### src/rtl/rob_commit_unit.sv
// rob_commit_unit: reorder buffer plus register-status table.
//   Issue side : alloc_valid/alloc_dest -> alloc_ready/alloc_tag; src_reg ->
//                src_tag/src_ready/src_value (producer lookup).
//   CDB side   : cdb_valid/cdb_tag/cdb_value mark an entry complete.
//   Commit side: commit_valid/dest/value/tag retire the head in program order.
//   count      : occupied entries, 0..DEPTH.
// Clock clk1, synchronous active-high rst; flush acts like rst.
// Optional macro ROB_FWD_EN: forward ready ROB values and same-cycle CDB
// results on the lookup port; when undefined src_ready/src_value are tied 0.

// Single ROB slot: busy/ready/dest/value with its own update priority.
module rob_entry #(
  parameter int DATA_W = 8
) (
  input  logic              clk1,
  input  logic              rst,
  input  logic              flush,
  input  logic              alloc_we,
  input  logic [3:0]        alloc_dest,
  input  logic              cdb_we,
  input  logic [DATA_W-1:0] cdb_value,
  input  logic              commit_clr,
  output logic              busy,
  output logic              ready,
  output logic [3:0]        dest,
  output logic [DATA_W-1:0] value
);
  logic              busy_q, busy_d, ready_q, ready_d;
  logic [3:0]        dest_q, dest_d;
  logic [DATA_W-1:0] value_q, value_d;

  always_comb begin
    busy_d  = busy_q;
    ready_d = ready_q;
    dest_d  = dest_q;
    value_d = value_q;
    if (alloc_we) begin
      busy_d  = 1'b1;
      ready_d = 1'b0;
      dest_d  = alloc_dest;
    end
    if (cdb_we) begin
      ready_d = 1'b1;
      value_d = cdb_value;
    end
    if (commit_clr) busy_d = 1'b0;
  end

  always_ff @(posedge clk1) begin
    if (rst || flush) begin
      busy_q  <= 1'b0;
      ready_q <= 1'b0;
      dest_q  <= '0;
      value_q <= '0;
    end else begin
      busy_q  <= busy_d;
      ready_q <= ready_d;
      dest_q  <= dest_d;
      value_q <= value_d;
    end
  end

  assign busy  = busy_q;
  assign ready = ready_q;
  assign dest  = dest_q;
  assign value = value_q;
endmodule

module rob_commit_unit #(
  parameter int DATA_W = 8,
  parameter int NREG   = 16,
  parameter int DEPTH  = 8,
  localparam int PTR_W = $clog2(DEPTH),
  localparam int TAG_W = PTR_W + 1
) (
  input  logic              clk1,
  input  logic              rst,
  input  logic              flush,
  input  logic              alloc_valid,
  input  logic [3:0]        alloc_dest,
  output logic              alloc_ready,
  output logic [TAG_W-1:0]  alloc_tag,
  input  logic [3:0]        src_reg,
  output logic [TAG_W-1:0]  src_tag,
  output logic              src_ready,
  output logic [DATA_W-1:0] src_value,
  input  logic              cdb_valid,
  input  logic [TAG_W-1:0]  cdb_tag,
  input  logic [DATA_W-1:0] cdb_value,
  output logic              commit_valid,
  output logic [3:0]        commit_dest,
  output logic [DATA_W-1:0] commit_value,
  output logic [TAG_W-1:0]  commit_tag,
  output logic [TAG_W-1:0]  count
);
  localparam logic [TAG_W-1:0] NO_TAG = TAG_W'(DEPTH);
  localparam logic [TAG_W-1:0] FULL   = TAG_W'(DEPTH);

  logic [PTR_W-1:0]            head_q, head_d, tail_q, tail_d;
  logic [TAG_W-1:0]            count_q, count_d;
  logic [NREG-1:0][TAG_W-1:0]  regstat_q, regstat_d;

  logic [DEPTH-1:0]              ent_busy, ent_ready;
  logic [DEPTH-1:0][3:0]         ent_dest;
  logic [DEPTH-1:0][DATA_W-1:0]  ent_value;
  logic [DEPTH-1:0]              ent_alloc, ent_cdb, ent_commit;

  logic alloc_fire, cdb_hit;

  // Full check uses the registered count only: a commit in the same cycle
  // does not free a slot for this cycle's allocation.
  assign alloc_ready  = (count_q < FULL);
  assign alloc_fire   = alloc_valid && alloc_ready;
  assign alloc_tag    = {1'b0, tail_q};

  // Tag DEPTH (msb set) is "no producer" and never matches an entry.
  assign cdb_hit      = cdb_valid && !cdb_tag[TAG_W-1] && ent_busy[cdb_tag[PTR_W-1:0]];

  // Head readiness is registered, so a CDB write to the head retires a cycle later.
  assign commit_valid = ent_busy[head_q] && ent_ready[head_q];
  assign commit_dest  = commit_valid ? ent_dest[head_q]  : '0;
  assign commit_value = commit_valid ? ent_value[head_q] : '0;
  assign commit_tag   = commit_valid ? {1'b0, head_q}    : '0;

  always_comb begin
    ent_alloc  = '0;
    ent_cdb    = '0;
    ent_commit = '0;
    if (alloc_fire)   ent_alloc[tail_q]                = 1'b1;
    if (cdb_hit)      ent_cdb[cdb_tag[PTR_W-1:0]]      = 1'b1;
    if (commit_valid) ent_commit[head_q]               = 1'b1;
  end

  genvar gi;
  generate
    for (gi = 0; gi < DEPTH; gi++) begin : g_ent
      rob_entry #(.DATA_W(DATA_W)) u_ent (
        .clk1       (clk1),
        .rst        (rst),
        .flush      (flush),
        .alloc_we   (ent_alloc[gi]),
        .alloc_dest (alloc_dest),
        .cdb_we     (ent_cdb[gi]),
        .cdb_value  (cdb_value),
        .commit_clr (ent_commit[gi]),
        .busy       (ent_busy[gi]),
        .ready      (ent_ready[gi]),
        .dest       (ent_dest[gi]),
        .value      (ent_value[gi])
      );
    end
  endgenerate

  always_comb begin
    head_d    = head_q;
    tail_d    = tail_q;
    count_d   = count_q;
    regstat_d = regstat_q;
    // Commit clears the mapping only if no younger producer has claimed it.
    if (commit_valid) begin
      head_d = head_q + 1'b1;
      if (regstat_q[ent_dest[head_q]] == {1'b0, head_q})
        regstat_d[ent_dest[head_q]] = NO_TAG;
    end
    // Applied after commit so a same-cycle alloc to the same dest wins.
    if (alloc_fire) begin
      tail_d                = tail_q + 1'b1;
      regstat_d[alloc_dest] = {1'b0, tail_q};
    end
    count_d = count_q + TAG_W'(alloc_fire) - TAG_W'(commit_valid);
  end

  always_ff @(posedge clk1) begin
    if (rst || flush) begin
      head_q    <= '0;
      tail_q    <= '0;
      count_q   <= '0;
      regstat_q <= {NREG{NO_TAG}};
    end else begin
      head_q    <= head_d;
      tail_q    <= tail_d;
      count_q   <= count_d;
      regstat_q <= regstat_d;
    end
  end

  assign count   = count_q;
  // Lookup sees the pre-edge table, so an alloc reading its own dest gets the old tag.
  assign src_tag = regstat_q[src_reg];

`ifdef ROB_FWD_EN
  always_comb begin
    src_ready = 1'b0;
    src_value = '0;
    if (src_tag != NO_TAG) begin
      if (ent_ready[src_tag[PTR_W-1:0]]) begin
        src_ready = 1'b1;
        src_value = ent_value[src_tag[PTR_W-1:0]];
      end else if (cdb_valid && (cdb_tag == src_tag)) begin
        src_ready = 1'b1;
        src_value = cdb_value;
      end
    end
  end
`else
  assign src_ready = 1'b0;
  assign src_value = '0;
`endif
endmodule

### config.mk
export PLATFORM = sky130hd
export DESIGN_NAME = rob_commit_unit
export DESIGN_NICKNAME = d
export VERILOG_FILES = /design/src/rtl/rob_commit_unit.sv
export SDC_FILE = /design/constraint.sdc
export NUM_CORES = 1
export LEC_CHECK = 0
export ABC_AREA = 1
export BUFFER_PORTS_ARGS = -buffer_cell sky130_fd_sc_hd__clkbuf_2
export CAP_MARGIN = 20
export CORE_ASPECT_RATIO = 0.6
export CORE_MARGIN = 5
export CORE_UTILIZATION = 60
export DETAILED_ROUTE_END_ITERATION = 16
export GPL_ROUTABILITY_DRIVEN = 0
export PLACE_DENSITY = 0.79
export REMOVE_ABC_BUFFERS = 1
export SETUP_SLACK_MARGIN = 0.05
export SLEW_MARGIN = 20
export SYNTH_ARGS = -nofsm -noshare
export SYNTH_HDL_FRONTEND = slang
export SYNTH_SLANG_ARGS = --single-unit
### constraint.sdc
create_clock -name clk1 -period 5.35 [get_ports clk1]
set_clock_uncertainty 0.1 [all_clocks]
set_input_delay 1.3375 -clock clk1 [delete_from_list [all_inputs] [get_ports clk1]]
set_output_delay 1.3375 -clock clk1 [all_outputs]
set_load 0.05 [all_outputs]
==> results.yml, run 1 <==
outcome:
  status: "completed"
floorplan:
  start_util_pct: 61.0
  fp.dieH_um: 109
  pin_count: 64
  core_um2: 16200
  rows: 36
  die_x_um: 176
  dieArea_um2: 19200
power:
  p_switching_mw: 0.782
  p_leak_nw: 4.29
  switching_share_pct: 25.3
  p_comb_share_pct: 9.3
  power_density_nw_per_um2: 286
  power_frac_seq_pct: 45.1
  pwr-share-clk_pct: 45.6
  power.internal_mw: 2.31
  finalPower_mw: 3.09
  ir_drop_mv: 0.206
drt:
  viasPerCell: 5.77
  via_count: 10162
  drcViolationCount: 0
  drt_iter0_drc: 1503
  ant_nets: 0
  routedWlPerCell_um: 17.2
  drt-total-wl_um: 30300
  first_pass_iters: 8
logic_synthesis:
  synth_ff_type: "dfxtp_1"
  syn-cell-area_um2: 9890
  yosys_warnings: 0
  yosysUniqueCellTypes: 40
  synth-edff-count: 0
  ys_ff_latch: 186
  yosysSeqAreaShare_pct: 37.7
  syn_inst: 1531
  ys_async_sr_fraction_pct: 0
  avgSynthCellArea_um2: 6.46
sta:
  slew_headroom_pct: 28.1
  period_needed_ns: 4.71
  drv_slew: 0
  worst_slew_pin_slew_ns: 1.08
  setup_viol: 0
  hold_violations: 0
  timing.final.ws_setup_ns: 0.640
  finalCritPeriodShare_pct: 88.0
  fmax_mhz: 212
  rsz0062_at_grt: "no"
  setup-tns-final_ns: 0
worst_setup_path:
  crit_type: "register to output port"
  ff2ff_setup_slack_ns: 0.92
  critPathLaunchType: "register"
  worstPathArrival_ns: 3.27
  end_kind: "output port"
  cp_max_fo: 16
  crit_required_ns: 3.91
  r2r-start: "head_q[0]"
  reg2reg_depth: 18
  r2r-end: "regstat_q[61]"
finish:
  mostFrequentLayoutCells: "383 x nand2_1, 221 x a21oi_1, 185 x inv_1, 185 x dfxtp_1, 158 x nor2_1"
  antennaDiodeCount: 0
  area.growth.synth_to_final_pct: 9.16
  final_core_util_pct: 66.6
  drive_gt1_share_pct: 8.69
  mostFrequentLayoutCell: "nand2_1"
  final_cells: 1762
  n_fill_cell: 1508
  fin_nets: 1574
global_route:
  antenna_found_initial: 0
  grt_max_degree: 90
  grt_usage_pct: 31.7
  grt_pass1_vias: 9031
  gr-total-overflow: 0
  grt_pass1_wl_um: 48100
clock_network:
  clk_latency_ns: 0.44
  cts_resized: 0
  clockBufferDepth: 2
  htree_levels: 4
  cts.sinks: 186
  hold_buffers: 0
  post-cts-setup-buffers: 0
  clk_pin_slew_ns: 0.07
  cts_tree: "built"
  cts-buffers-inserted: 17
  cts_root_buf: "clkbuf_16"
hold_path:
  hold_class: "register to register"
  whs_endpoint: "g_ent[5].u_ent.value[7]"
  hold_path_depth: 2
  worst_hold_startpoint: "g_ent[5].u_ent.value[7]"
placement:
  hpwl_um: 21000
  place_ws_ns: 0.903
  place_inst: 1732
  io_buffer_count: 52
job:
  cap_violations: 0
==> worst max-delay path, cell delays in order (launching register included) <==
cell and delay, ns:
dfxtp_1 0.47, inv_2 0.10, nor2_2 0.20, inv_1 0.35, nor2_1 0.20, o21ai_0 0.13
o2111ai_1 0.18, nand2_1 0.30, buf_4 0.31, inv_1 0.25, clkbuf_2 0.33
==> how the worst max path moves through the flow <==
stage | startpoint | end | slack [ns] | depth (start not counted)
after floorplan | head_q[0] | commit_value[1] | -0.97 | 6
final | head_q[1] | commit_valid | 0.64 | 10
after detailed placement | src_reg[0] | src_tag[2] | 0.90 | 8
after global routing | head_q[0] | commit_valid | 0.51 | 9
after global placement | src_reg[0] | src_tag[2] | 0.92 | 8
after CTS | head_q[1] | commit_valid | 0.71 | 10
==> layout make-up <==
class | count | area, um2 | share of cell area [%]
Timing Repair Buffer | 70 | 395 | 3.66
Clock buffer | 20 | 457 | 4.23
Tap cell | 209 | 262 | 2.42
Inverter | 196 | 736 | 6.82
Sequential cell | 186 | 3720 | 34.5
Clock inverter | 10 | 191 | 1.77
Multi-Input combinational cell | 1071 | 5030 | 46.6
==> Yosys cell counts, types with 2 or more instances <==
| library cell | instances | area [um2] |
|---|---|---|
| a21oi_1 | 221 | 1110 |
| buf_1 | 8 | 30.0 |
| buf_12 | 2 | 40.0 |
| buf_2 | 10 | 50.1 |
| buf_4 | 16 | 120 |
| buf_6 | 3 | 33.8 |
| clkbuf_1 | 49 | 184 |
| clkinv_1 | 3 | 11.3 |
| dfxtp_1 | 186 | 3720 |
| ha_1 | 6 | 75.1 |
| inv_1 | 185 | 694 |
| inv_2 | 8 | 30.0 |
| nand2_1 | 383 | 1440 |
| nand2_2 | 3 | 18.8 |
| nand3_1 | 50 | 250 |
| nand3_4 | 10 | 175 |
| nand4_1 | 9 | 56.3 |
| nor2_1 | 159 | 597 |
| nor2_2 | 7 | 43.8 |
| nor2_4 | 2 | 22.5 |
| nor3_1 | 11 | 55.1 |
| o211ai_1 | 3 | 22.5 |
| o21ai_0 | 147 | 736 |
| o21ai_1 | 19 | 95.1 |
| o221ai_1 | 11 | 96.3 |
| o22ai_1 | 2 | 12.5 |
| o31ai_1 | 4 | 30.0 |
| xor2_1 | 2 | 17.5 |
==> kinds of logic (layout without fill, tap and decap cells) <==
family	Yosys count	after routing	share of synthesized area (%)
and+or+nand+nor	637	637	27.3
adders and majority gates	7	7	0.962
other	1	11	0.0379
buffers and inverters	284	296	12.1
xor gates and xnor gates	2	2	0.177
AOI/OAI and AO/OA	414	414	21.8
DFF	186	186	37.7
==> metrics by stage <==
stage | area [um2] | hold WS (ns)
after global placement | 10100 | 0.335
final | 10800 | 0.350
after detailed placement | 10100 | 0.341
after global routing | 10800 | 0.364
after CTS | 10800 | 0.351
after floorplan | 9470 | 0.326
==> power by group through the flow <==
stage / sequential [mW] / clock, mW / combinational [mW]
2_1_floorplan: 1.43 / 0 / 0.180
3_3_place_gp: 1.42 / 0 / 0.274
3_5_place_dp: 1.42 / 0 / 0.278
4_1_cts: 1.39 / 1.41 / 0.280
5_1_grt: 1.39 / 1.47 / 0.311
6_report: 1.39 / 1.41 / 0.287
==> sequential cells by signal (all words and copies together), names as in the netlist <==
register           cells
count                  4
g_ent.u_ent.busy       8
g_ent.u_ent.dest      32
g_ent.u_ent.ready      8
g_ent.u_ent.value     64
head_q                 3
regstat_q             64
tail_q                 3
==> metal layers <==
layer | GRT usage, % | part of all wire, % | wire [um] | vias up
met5 | 0 | 0 | 0 | -
met4 | 8.51 | 1.9 | 590 | 0
met3 | 9.73 | 14 | 4280 | 69
met2 | 43.7 | 39 | 11700 | 616
met1 | 47.5 | 45 | 13700 | 4559
li1 | - | - | - | 4918
(Power assumes the default switching activity.)
==> run 2: changes to the inputs <==
CELL_PAD_IN_SITES_DETAIL_PLACEMENT = 0   (was unset)
CELL_PAD_IN_SITES_GLOBAL_PLACEMENT = 1   (was unset)
CORE_UTILIZATION = 47   (was 60)
CTS_BUF_LIST = sky130_fd_sc_hd__clkbuf_4 sky130_fd_sc_hd__clkbuf_8 sky130_fd_sc_hd__clkbuf_16   (was unset)
PLACE_DENSITY = unset   (was 0.79)
PLACE_DENSITY_LB_ADDON = 0.1   (was unset)
==> run 2 against run 1 <==
Effect of this change:
- via count fell by 1.4%
- worst setup slack better by 0.15 ns
- non-clock buffer count grew 8
- count of clock-buffer cells in the layout grew 3
- power fell by 3.4%
- die area increased by 25%
- sequential share of layout area fell by 0.30 points
- register-to-register slack gained 0.41 ns
- highest routed layer unchanged
- utilization fell by 14 points
- fmax up 3.4%
- critical endpoint is now commit_dest[0]
- global-route usage is 2.8 points lower
==> results.yml, run 2 (synthesized netlist as in run 1, its figures left out) <==
outcome:
  status: "completed"
clock_network:
  cts.sinks: 186
  clk_latency_ns: 0.44
  clockBufferDepth: 2
  hold_buffers: 0
  clk_pin_slew_ns: 0.07
  htree_levels: 4
  cts-buffers-inserted: 17
  post-cts-setup-buffers: 0
  cts_root_buf: "clkbuf_16"
  cts_tree: "built"
  cts_resized: 0
finish:
  antennaDiodeCount: 0
  multi_input_area_um2: 5030
  n_fill_cell: 2195
  area.growth.synth_to_final_pct: 10.1
  drive_gt1_share_pct: 9.22
  fin_nets: 1582
  mostFrequentLayoutCells: "383 x nand2_1, 221 x a21oi_1, 185 x inv_1, 185 x dfxtp_1, 158 x nor2_1"
  final_cells: 1840
  register_area_um2: 3720
  mostFrequentLayoutCell: "nand2_1"
drt:
  routedWlPerCell_um: 18.8
  drcViolationCount: 0
  via_count: 10024
  ant_nets: 0
  drt-total-wl_um: 34600
  first_pass_iters: 8
  drt_iter0_drc: 1228
  viasPerCell: 5.45
worst_setup_path:
  critPathLaunchType: "register"
  ff2ff_setup_slack_ns: 1.33
  end_kind: "output port"
  r2r-start: "head_q[0]"
  crit_type: "register to output port"
  cp_max_fo: 14
  cp_slowest_cell: "dfxtp_1"
  crit_required_ns: 3.91
  reg2reg_depth: 19
  path_common_cell: "nor2_1"
  worstPathArrival_ns: 3.12
  path_cells: "inv_2, nor2_2, inv_1, nor2_1, o21ai_0, o2111ai_1, nand2_1, buf_4, nor2_1, clkbuf_2"
  r2r-end: "regstat_q[52]"
  max_stage_delay_ns: 0.46
global_route:
  grt_max_degree: 90
  grt_usage_pct: 28.8
  grt_pass1_wl_um: 53100
  gr-total-overflow: 0
  grt_pass1_vias: 8780
  antenna_found_initial: 0
sta:
  setup_viol: 0
  hold_violations: 0
  slew_headroom_pct: 36.2
  period_needed_ns: 4.55
  worst_slew_pin_slew_ns: 0.958
  finalCritPeriodShare_pct: 85.1
  rsz0062_at_grt: "no"
  drv_slew: 0
  fmax_mhz: 220
placement:
  io_buffer_count: 52
  place_inst: 1810
  hpwl_um: 24500
power:
  ir_drop_mv: 0.248
  p_leak_nw: 4.31
  power_density_nw_per_um2: 274
  finalPower_mw: 2.98
floorplan:
  die_x_um: 197
  pin_count: 64
  rows: 41
  dieArea_um2: 24100
  core_um2: 20800
  fp.dieH_um: 122
  start_util_pct: 47.5
job:
  cap_violations: 0
hold_path:
  hold_path_depth: 2
  worst_hold_startpoint: "g_ent[5].u_ent.value[3]"
  hold_class: "register to register"
  whs_endpoint: "g_ent[5].u_ent.value[3]"
## run 2: layout make-up
class	instances	share of cell area [%]
Clock inverter	7	0.862
Sequential cell	186	34.2
Inverter	196	6.76
Tap cell	279	3.21
Clock buffer	23	4.38
Multi-Input combinational cell	1071	46.2
Timing Repair Buffer	78	4.41
## run 2: worst max path at each step
stage	endpoint	depth (start not counted)	slack (ns)	from
floorplan	commit_value[1]	6	-0.97	head_q[0]
global route	src_tag[1]	7	0.65	src_reg[0]
finish	commit_dest[0]	10	0.80	head_q[1]
global placement	src_tag[0]	6	0.91	src_reg[0]
CTS	commit_dest[0]	10	0.88	head_q[1]
detailed placement	src_tag[0]	6	0.88	src_reg[0]
## run 2: power by group
group / switching [mW] / internal [mW]
clock network: 0.564 / 0.722
registers: 0.00397 / 1.39
logic: 0.236 / 0.0676
total: 0.804 / 2.18
## run 2: worst max-delay path: cells and delay by family, from the launching register on
kind                   cells  cell delay [ns]
AOI/OAI and AO/OA          2             0.23
buffers and inverters      4             1.02
DFF                        1             0.46
and+or+nand+nor            4             0.96
## run 2: metrics by stage
| stage | setup TNS (ns) | area, um2 | util (%) | worst slack [ns] | hold slack, ns |
|---|---|---|---|---|---|
| after floorplan | -1.05 | 9470 | - | -0.972 | 0.326 |
| after global placement | 0 | 10300 | 49.5 | 0.914 | 0.335 |
| after detailed placement | 0 | 10300 | 49.5 | 0.885 | 0.341 |
| after CTS | 0 | 10900 | 52.3 | 0.883 | 0.351 |
| after global routing | 0 | 10900 | 52.3 | 0.651 | 0.374 |
| final | 0 | 10900 | 52.3 | 0.795 | 0.347 |
## run 2: routing by layer
metal	global-route usage (%)	share of wire (%)	vias to the layer above
met1	47.7	51	4604
met4	4.98	0.82	0
li1	-	-	4936
met3	9.77	13	28
met2	34.8	35	456
met5	0	0	-
